==> config.mk <==
export PLATFORM = sky130hd
export DESIGN_NAME = syncfifo_plus
export DESIGN_NICKNAME = d
export VERILOG_FILES = /design/src/rtl/syncfifo_plus.sv
export SDC_FILE = /design/constraint.sdc
export NUM_CORES = 1
export LEC_CHECK = 0
export BUFFER_PORTS_ARGS = -buffer_cell sky130_fd_sc_hd__clkbuf_2
export CAP_MARGIN = 40
export CORE_UTILIZATION = 62
export CTS_CLUSTER_SIZE = 30
export DETAILED_ROUTE_END_ITERATION = 10
export PLACE_DENSITY_LB_ADDON = 0.12
export SKIP_LAST_GASP = 1
export SYNTH_ARGS = -nofsm -noshare
export SYNTH_HDL_FRONTEND = slang
export SYNTH_SLANG_ARGS = --single-unit
export TNS_END_PERCENT = 30
==> constraint.sdc <==
create_clock -name clk -period 3.4 [get_ports clk]
set_input_delay 0.17 -clock clk [delete_from_list [all_inputs] [get_ports clk]]
set_output_delay 0.17 -clock clk [all_outputs]
set_load 0.1 [all_outputs]
==> src/rtl/syncfifo_plus.sv <==
// Single-clock FIFO with registered level, almost-full/empty flags and sticky
// overflow/underflow. Define SYNCFIFO_PLUS_FWFT_EN for first-word-fall-through reads.
module syncfifo_plus #(
    parameter int DWIDTH    = 16,
    parameter int AWIDTH    = 5,
    parameter int AFULL_TH  = 28,
    parameter int AEMPTY_TH = 4
) (
    input  logic              clk,
    input  logic              arst_n,
    input  logic              clr,
    input  logic              wdv,
    input  logic [DWIDTH-1:0] wdata,
    output logic              wfull,
    input  logic              rrq,
    output logic [DWIDTH-1:0] rdata,
    output logic              rdv,
    output logic              rempty,
    output logic [AWIDTH:0]   level,
    output logic              afull,
    output logic              aempty,
    output logic              ovf,
    output logic              udf
);

    localparam int              LP_DEPTH   = 2**AWIDTH;
    localparam logic [AWIDTH:0] LP_DEPTH_L = (AWIDTH+1)'(LP_DEPTH);
    localparam logic [AWIDTH:0] LP_AFULL   = (AWIDTH+1)'(AFULL_TH);
    localparam logic [AWIDTH:0] LP_AEMPTY  = (AWIDTH+1)'(AEMPTY_TH);
    localparam logic [AWIDTH:0] LP_LVL_ONE = (AWIDTH+1)'(1);
    localparam logic [AWIDTH-1:0] LP_PTR_ONE = AWIDTH'(1);

    logic [DWIDTH-1:0] r_mem [LP_DEPTH];
    logic [AWIDTH-1:0] r_wptr;
    logic [AWIDTH-1:0] r_rptr;
    logic [AWIDTH:0]   r_level;
    logic              r_ovf;
    logic              r_udf;

    logic              w_full;
    logic              w_empty;
    logic              w_wr_acc;
    logic              w_rd_acc;

    // Status is a pure decode of the registered count, so every flag lags its cause by one edge.
    assign w_full   = (r_level == LP_DEPTH_L);
    assign w_empty  = (r_level == '0);
    assign w_wr_acc = wdv & ~w_full & ~clr;
    assign w_rd_acc = rrq & ~w_empty & ~clr;

    assign wfull  = w_full;
    assign rempty = w_empty;
    assign level  = r_level;
    assign afull  = (r_level >= LP_AFULL);
    assign aempty = (r_level <= LP_AEMPTY);
    assign ovf    = r_ovf;
    assign udf    = r_udf;

    always_ff @(posedge clk or negedge arst_n) begin
        if (!arst_n) begin
            r_wptr  <= '0;
            r_rptr  <= '0;
            r_level <= '0;
            r_ovf   <= 1'b0;
            r_udf   <= 1'b0;
        end else if (clr) begin
            r_wptr  <= '0;
            r_rptr  <= '0;
            r_level <= '0;
            r_ovf   <= 1'b0;
            r_udf   <= 1'b0;
        end else begin
            if (w_wr_acc) begin
                r_wptr <= r_wptr + LP_PTR_ONE;
            end
            if (w_rd_acc) begin
                r_rptr <= r_rptr + LP_PTR_ONE;
            end
            case ({w_wr_acc, w_rd_acc})
                2'b10:   r_level <= r_level + LP_LVL_ONE;
                2'b01:   r_level <= r_level - LP_LVL_ONE;
                default: r_level <= r_level;
            endcase
            if (wdv && w_full) begin
                r_ovf <= 1'b1;
            end
            if (rrq && w_empty) begin
                r_udf <= 1'b1;
            end
        end
    end

    // Storage is never reset; the pointers alone decide which words are live.
    always_ff @(posedge clk) begin
        if (w_wr_acc) begin
            r_mem[r_wptr] <= wdata;
        end
    end

`ifdef SYNCFIFO_PLUS_FWFT_EN
    // Head word is presented combinationally; zero while empty so reset shows rdata=0.
    assign rdata = w_empty ? '0 : r_mem[r_rptr];
    assign rdv   = ~w_empty;
`else
    logic [DWIDTH-1:0] r_rdata;
    logic              r_rdv;

    always_ff @(posedge clk or negedge arst_n) begin
        if (!arst_n) begin
            r_rdata <= '0;
            r_rdv   <= 1'b0;
        end else if (clr) begin
            r_rdv   <= 1'b0;
        end else begin
            r_rdv <= w_rd_acc;
            if (w_rd_acc) begin
                r_rdata <= r_mem[r_rptr];
            end
        end
    end

    assign rdata = r_rdata;
    assign rdv   = r_rdv;
`endif

endmodule

Word-level counts from Yosys, hierarchy flattened
Memories as Yosys holds them, arrays and structs flattened. A register that Yosys moved wholly into a read port is not among the register bits.
Cells that the tools add are included.

operators by class
  $add $sub $neg = 4
  magnitude comparators = 2
  equal/unequal tests = 3
  mux-type cells = 13
  bitwise operators = 7
  reduce and logical (&&, ||, !) cells = 10

operator list
  cell                                                                number
  two-way mux 5 bit                                                   4
  one-hot mux 6 bit (2 select lines)                                  1
  adder 5 x 1 -> 5 bit (second input constant)                        2
  nonzero test 2 bit                                                  4
  two-way mux 1 bit                                                   7
  adder 6 x 1 -> 6 bit (second input constant)                        1
  equality test 6 bit (second input constant)                         1
  greater-or-equal comparator 6 x 5 -> 1 bit (second input constant)  1
  less-or-equal comparator 6 x 3 -> 1 bit (second input constant)     1
  logical NOT 6 bit                                                   1
  two-way mux 6 bit                                                   1
  subtractor 6 x 1 -> 6 bit (second input constant)                   1
  bitwise AND 1 bit                                                   4
  inverter 1 bit                                                      3
  nonzero test 3 bit                                                  1
  equality test 2 x 1 -> 1 bit (second input constant)                1
  equality test 2 bit (second input constant)                         1
  logical AND 1 bit                                                   2
  AND reduction 2 bit                                                 1
  logical NOT 1 bit                                                   1

word-level totals
  register bits = 19
  bits in writable memories = 512
  input port bits = 21
  output and inout bits = 29
  word-level logic and storage cells = 46
  memories = 1

memories
  name   words  width  rd ports  clocked after Yosys merged registers in  write ports  line  RTL
  r_mem  32     16     1         1                                        1            33    logic [DWIDTH-1:0] r_mem [LP_DEPTH];

Depth between registers and ports, before layout
  word-level depth = 7
  gate-level depth with buffers = 11
  gate-level depth less buffers = 10

Worst setup path after synthesis
Ideal clock, no wire load.

  path type = register to register
  start point = reg r_level[2], in the netlist level[2]
  end point = mem r_mem[28][0], enable pin
  setup time = 388 ps
  arrival = 3,258 ps
  required time = 3,012 ps
  path slack = -247 ps
  stages on the path, launching flop included = 7
  path buffers = 1
  period minus slack after synthesis = 3,647 ps
  path through = dfrtp_1 buf_2 nor3_2 and3_1 nor3_1 nand2_1 nor2_1

on the way
  longest elaborated chain between the ends = 6

RTL lines
  what                                     line  RTL
  from (decl)                              36    logic [AWIDTH:0] r_level;
  from (signal assigned)                   80    2'b10: r_level <= r_level + LP_LVL_ONE;
  from (signal assigned)                   81    2'b01: r_level <= r_level - LP_LVL_ONE;
  from (signal assigned)                   82    default: r_level <= r_level;
  equality test 6 bit                      46    assign w_full = (r_level == LP_DEPTH_L);
  named net wfull                          14    output logic wfull,
  inverter 1 bit                           48    assign w_wr_acc = wdv & ~w_full & ~clr;
  bitwise AND 1 bit (2 in a row)           48
  two-way mux 1 bit                        95    if (w_wr_acc) begin
  two-way mux 1 bit (implied by the code)  96    r_mem[r_wptr] <= wdata;
  to (decl)                                33

The timed path passes the listed nets, and every way through them passes these cells.

Final worst setup path
  start point = reg r_level[0], in the netlist level[0]
  end point = mem r_mem[9][10], enable pin

on the way
  longest elaborated chain between the ends = 6

RTL lines
  what                                     line
  equality test 6 bit                      46
  inverter 1 bit                           48
  bitwise AND 1 bit (2 in a row)           48
  two-way mux 1 bit                        95
  two-way mux 1 bit (implied by the code)  96

No other way between the ends.

==> results.toml <==
[finish]
area_delta_synth_final_pct = 13.3
fin_nets = 1131
antenna_cells = 0
drive_gt1_share_pct = 32.7

[global_route]
grt_overflow = 0
grt_pass1_vias = 10300
antenna_found_initial = 0
grt_max_degree = 55
grt_usage_pct = 26.4
grt_pass1_wl_um = 66900

[synthesis]
syn_area_per_cell_um2 = 21.5
yosysWarningCount = 0
synth_top_cell_area_share_pct = 71.9
ys_ff_latch = 547
syn_inst = 993
synth_top_area_cell = "edfxtp_1"
synth_area_leaders = "edfxtp_1, mux4_2, dfrtp_1"
synth.distinct_cells = 47
synth_seq_area_share_pct = 76.0
async_reset_ff_share_pct = 6.40
synthFlopType = "edfxtp_1"
synth_common_cells = "edfxtp_1, mux4_2, nor2_1"
syn_nets = 1022
syn_area_um2 = 21400
yosysMostFrequentCell = "edfxtp_1"
synth_edf_count = 512

[timing]
rsz0062_at_grt = "false"
fmaxAchievable_ghz = 0.357
timing.final.crit_period_ns = 2.80
fin_setup_tns_ns = 0
period_share_pct = 82.4
tightest_slew_ns = 0.948
setup_slack_ns = 0.598
setup_violations = 0
slew_headroom_pct = 36.5
hold_viol = 0
final_max_slew_viol_count = 0
skew_ns = 0.0215

[place]
gp_congestion = 0.872
place_hpwl_um = 26100
io_buffers = 49
dp_worst_setup_slack_ns = 0.644

[floorplan]
die-area_um2 = 35200
die_w_um = 188
die_h_um = 188
num_rows = 67
start_util_pct = 63.5
coreArea_um2 = 33700
ios = 50

[worst_setup_path]
worst-setup-path-type = "register to register"
worstPathRequired_ns = 3.59
worst_ep_arrival_time_ns = 2.99
cp_max_fo = 16
end_kind = "register"
startpoint_type = "register"

[clock_network]
max-clock-path-buffers = 3
htreeDepth = 2
numCtsBuffers = 53
cts.clk_slew.worst_paths_ns = 0.06
tritoncts = "yes"
insertion_delay_ns = 0.58
clock-sinks = 547
cts-root-buf = "clkbuf_16"
cts_hold_buf = 3
post_cts_buffers = 0
cts-resized-gates = 0

[run]
cap_violations = 0

[routing]
dr.pass1.iters = 7
vias = 10400
detail-route-antenna-nets = 0
route.detailed.drc = 0
avgRoutedWirePerCell_um = 27.9
drt-initial-drc-count = 1110
drt_wl_total_um = 44400
viasPerCell = 6.49

[min_path]
hold_path.class = "primary input to asynchronous set/reset pin"

[outcome]
status = "finished clean"

[power]
p_leak_nw = 7.70
ir_drop_uv = 835
power.density_nw_per_um2 = 733
-- cells by family after synthesis --
logic type / share of synthesized area (%)
compound gates: 1.91
xor+xnor: 0.492
fa+ha+maj: 0.468
buf+inv: 1.42
flops: 76.0
mux: 17.0
simple gates: 2.76
-- layer usage --
| metal | wire length, um | up-vias | GRT usage [%] |
|---|---|---|---|
| li1 | - | 4337 | - |
| met1 | 18100 | 5455 | 39.1 |
| met2 | 22100 | 490 | 42.1 |
| met3 | 3120 | 69 | 3.37 |
| met4 | 1110 | 0 | 8.01 |
| met5 | 0 | - | 0 |
-- through the flow --
stage | cells | power (W) | hold WS [ns] | util, % | cell area [um^2]
2_1_floorplan | 993 | 0.0112 | -0.126 | - | 21500
3_3_place_gp | 1491 | 0.0121 | 0.392 | 66.7 | 22500
3_5_place_dp | 1492 | 0.0121 | 0.174 | 66.7 | 22500
4_1_cts | 1594 | 0.0179 | 0.0827 | 71.9 | 24200
5_1_grt | 1594 | 0.0183 | 0.145 | 71.9 | 24200
6_report | 1594 | 0.0178 | 0.122 | 71.9 | 24200
-- path summary, 6_finish.rpt --
check                          start  slack (ns)  cells past startpoint           end
hold / removal                arst_n        0.12                      2     r_rptr[2]
max in group asynchronous     arst_n        2.76                      3      rdata[5]
setup reg to reg            level[0]        0.60                      5  r_mem[9][10]
setup / recovery            level[0]        0.60                      5  r_mem[9][10]
min in group clk                 clr        0.12                      2     r_rptr[1]
hold reg to reg            rdata[10]        0.49                      2     rdata[10]
-- state kept, by name, summed over array words and instances, names as in the netlist --
register and flops:
rdv 1, level 6, r_rptr 5, udf 1, r_wptr 5, r_mem 512, ovf 1, rdata 16
-- worst max-delay path, stage by stage, from the launching register on --
cell and delay, ns:
dfrtp_1 0.49, nor3_2 0.11, and3_1 0.23, nor3_1 0.35, nand2_1 0.39, nor2_2 0.83
-- cell type report --
cell class                 instances  area (um^2)
clock buffer                      66         1400
clock inverter                    33          319
fill                            1957         9460
inverter                           7         26.3
multi-input combinational        386         4910
sequential                       547        16300
tap                              448          561
timing repair buffer             107          758
-- power by group --
group,switching (W),total (W),internal [W]
combinational,0.00269,0.00423,0.00155
sequential,0.000208,0.00776,0.00755
clock,0.00240,0.00577,0.00337
total,0.00530,0.0178,0.0125
-- cell usage in the layout, fill, tap and decap left out, types with 17 or more instances in the layout --
cell type  count
nor2_2        33
o21ai_1       20
nand2_1       28
mux2i_1       17
mux4_2       153
clkbuf_16     53
edfxtp_1     512
buf_4         50
nor2_1        31
dfrtp_1       29
clkbuf_2      49
No activity file was read; power rests on OpenSTA's default activity.
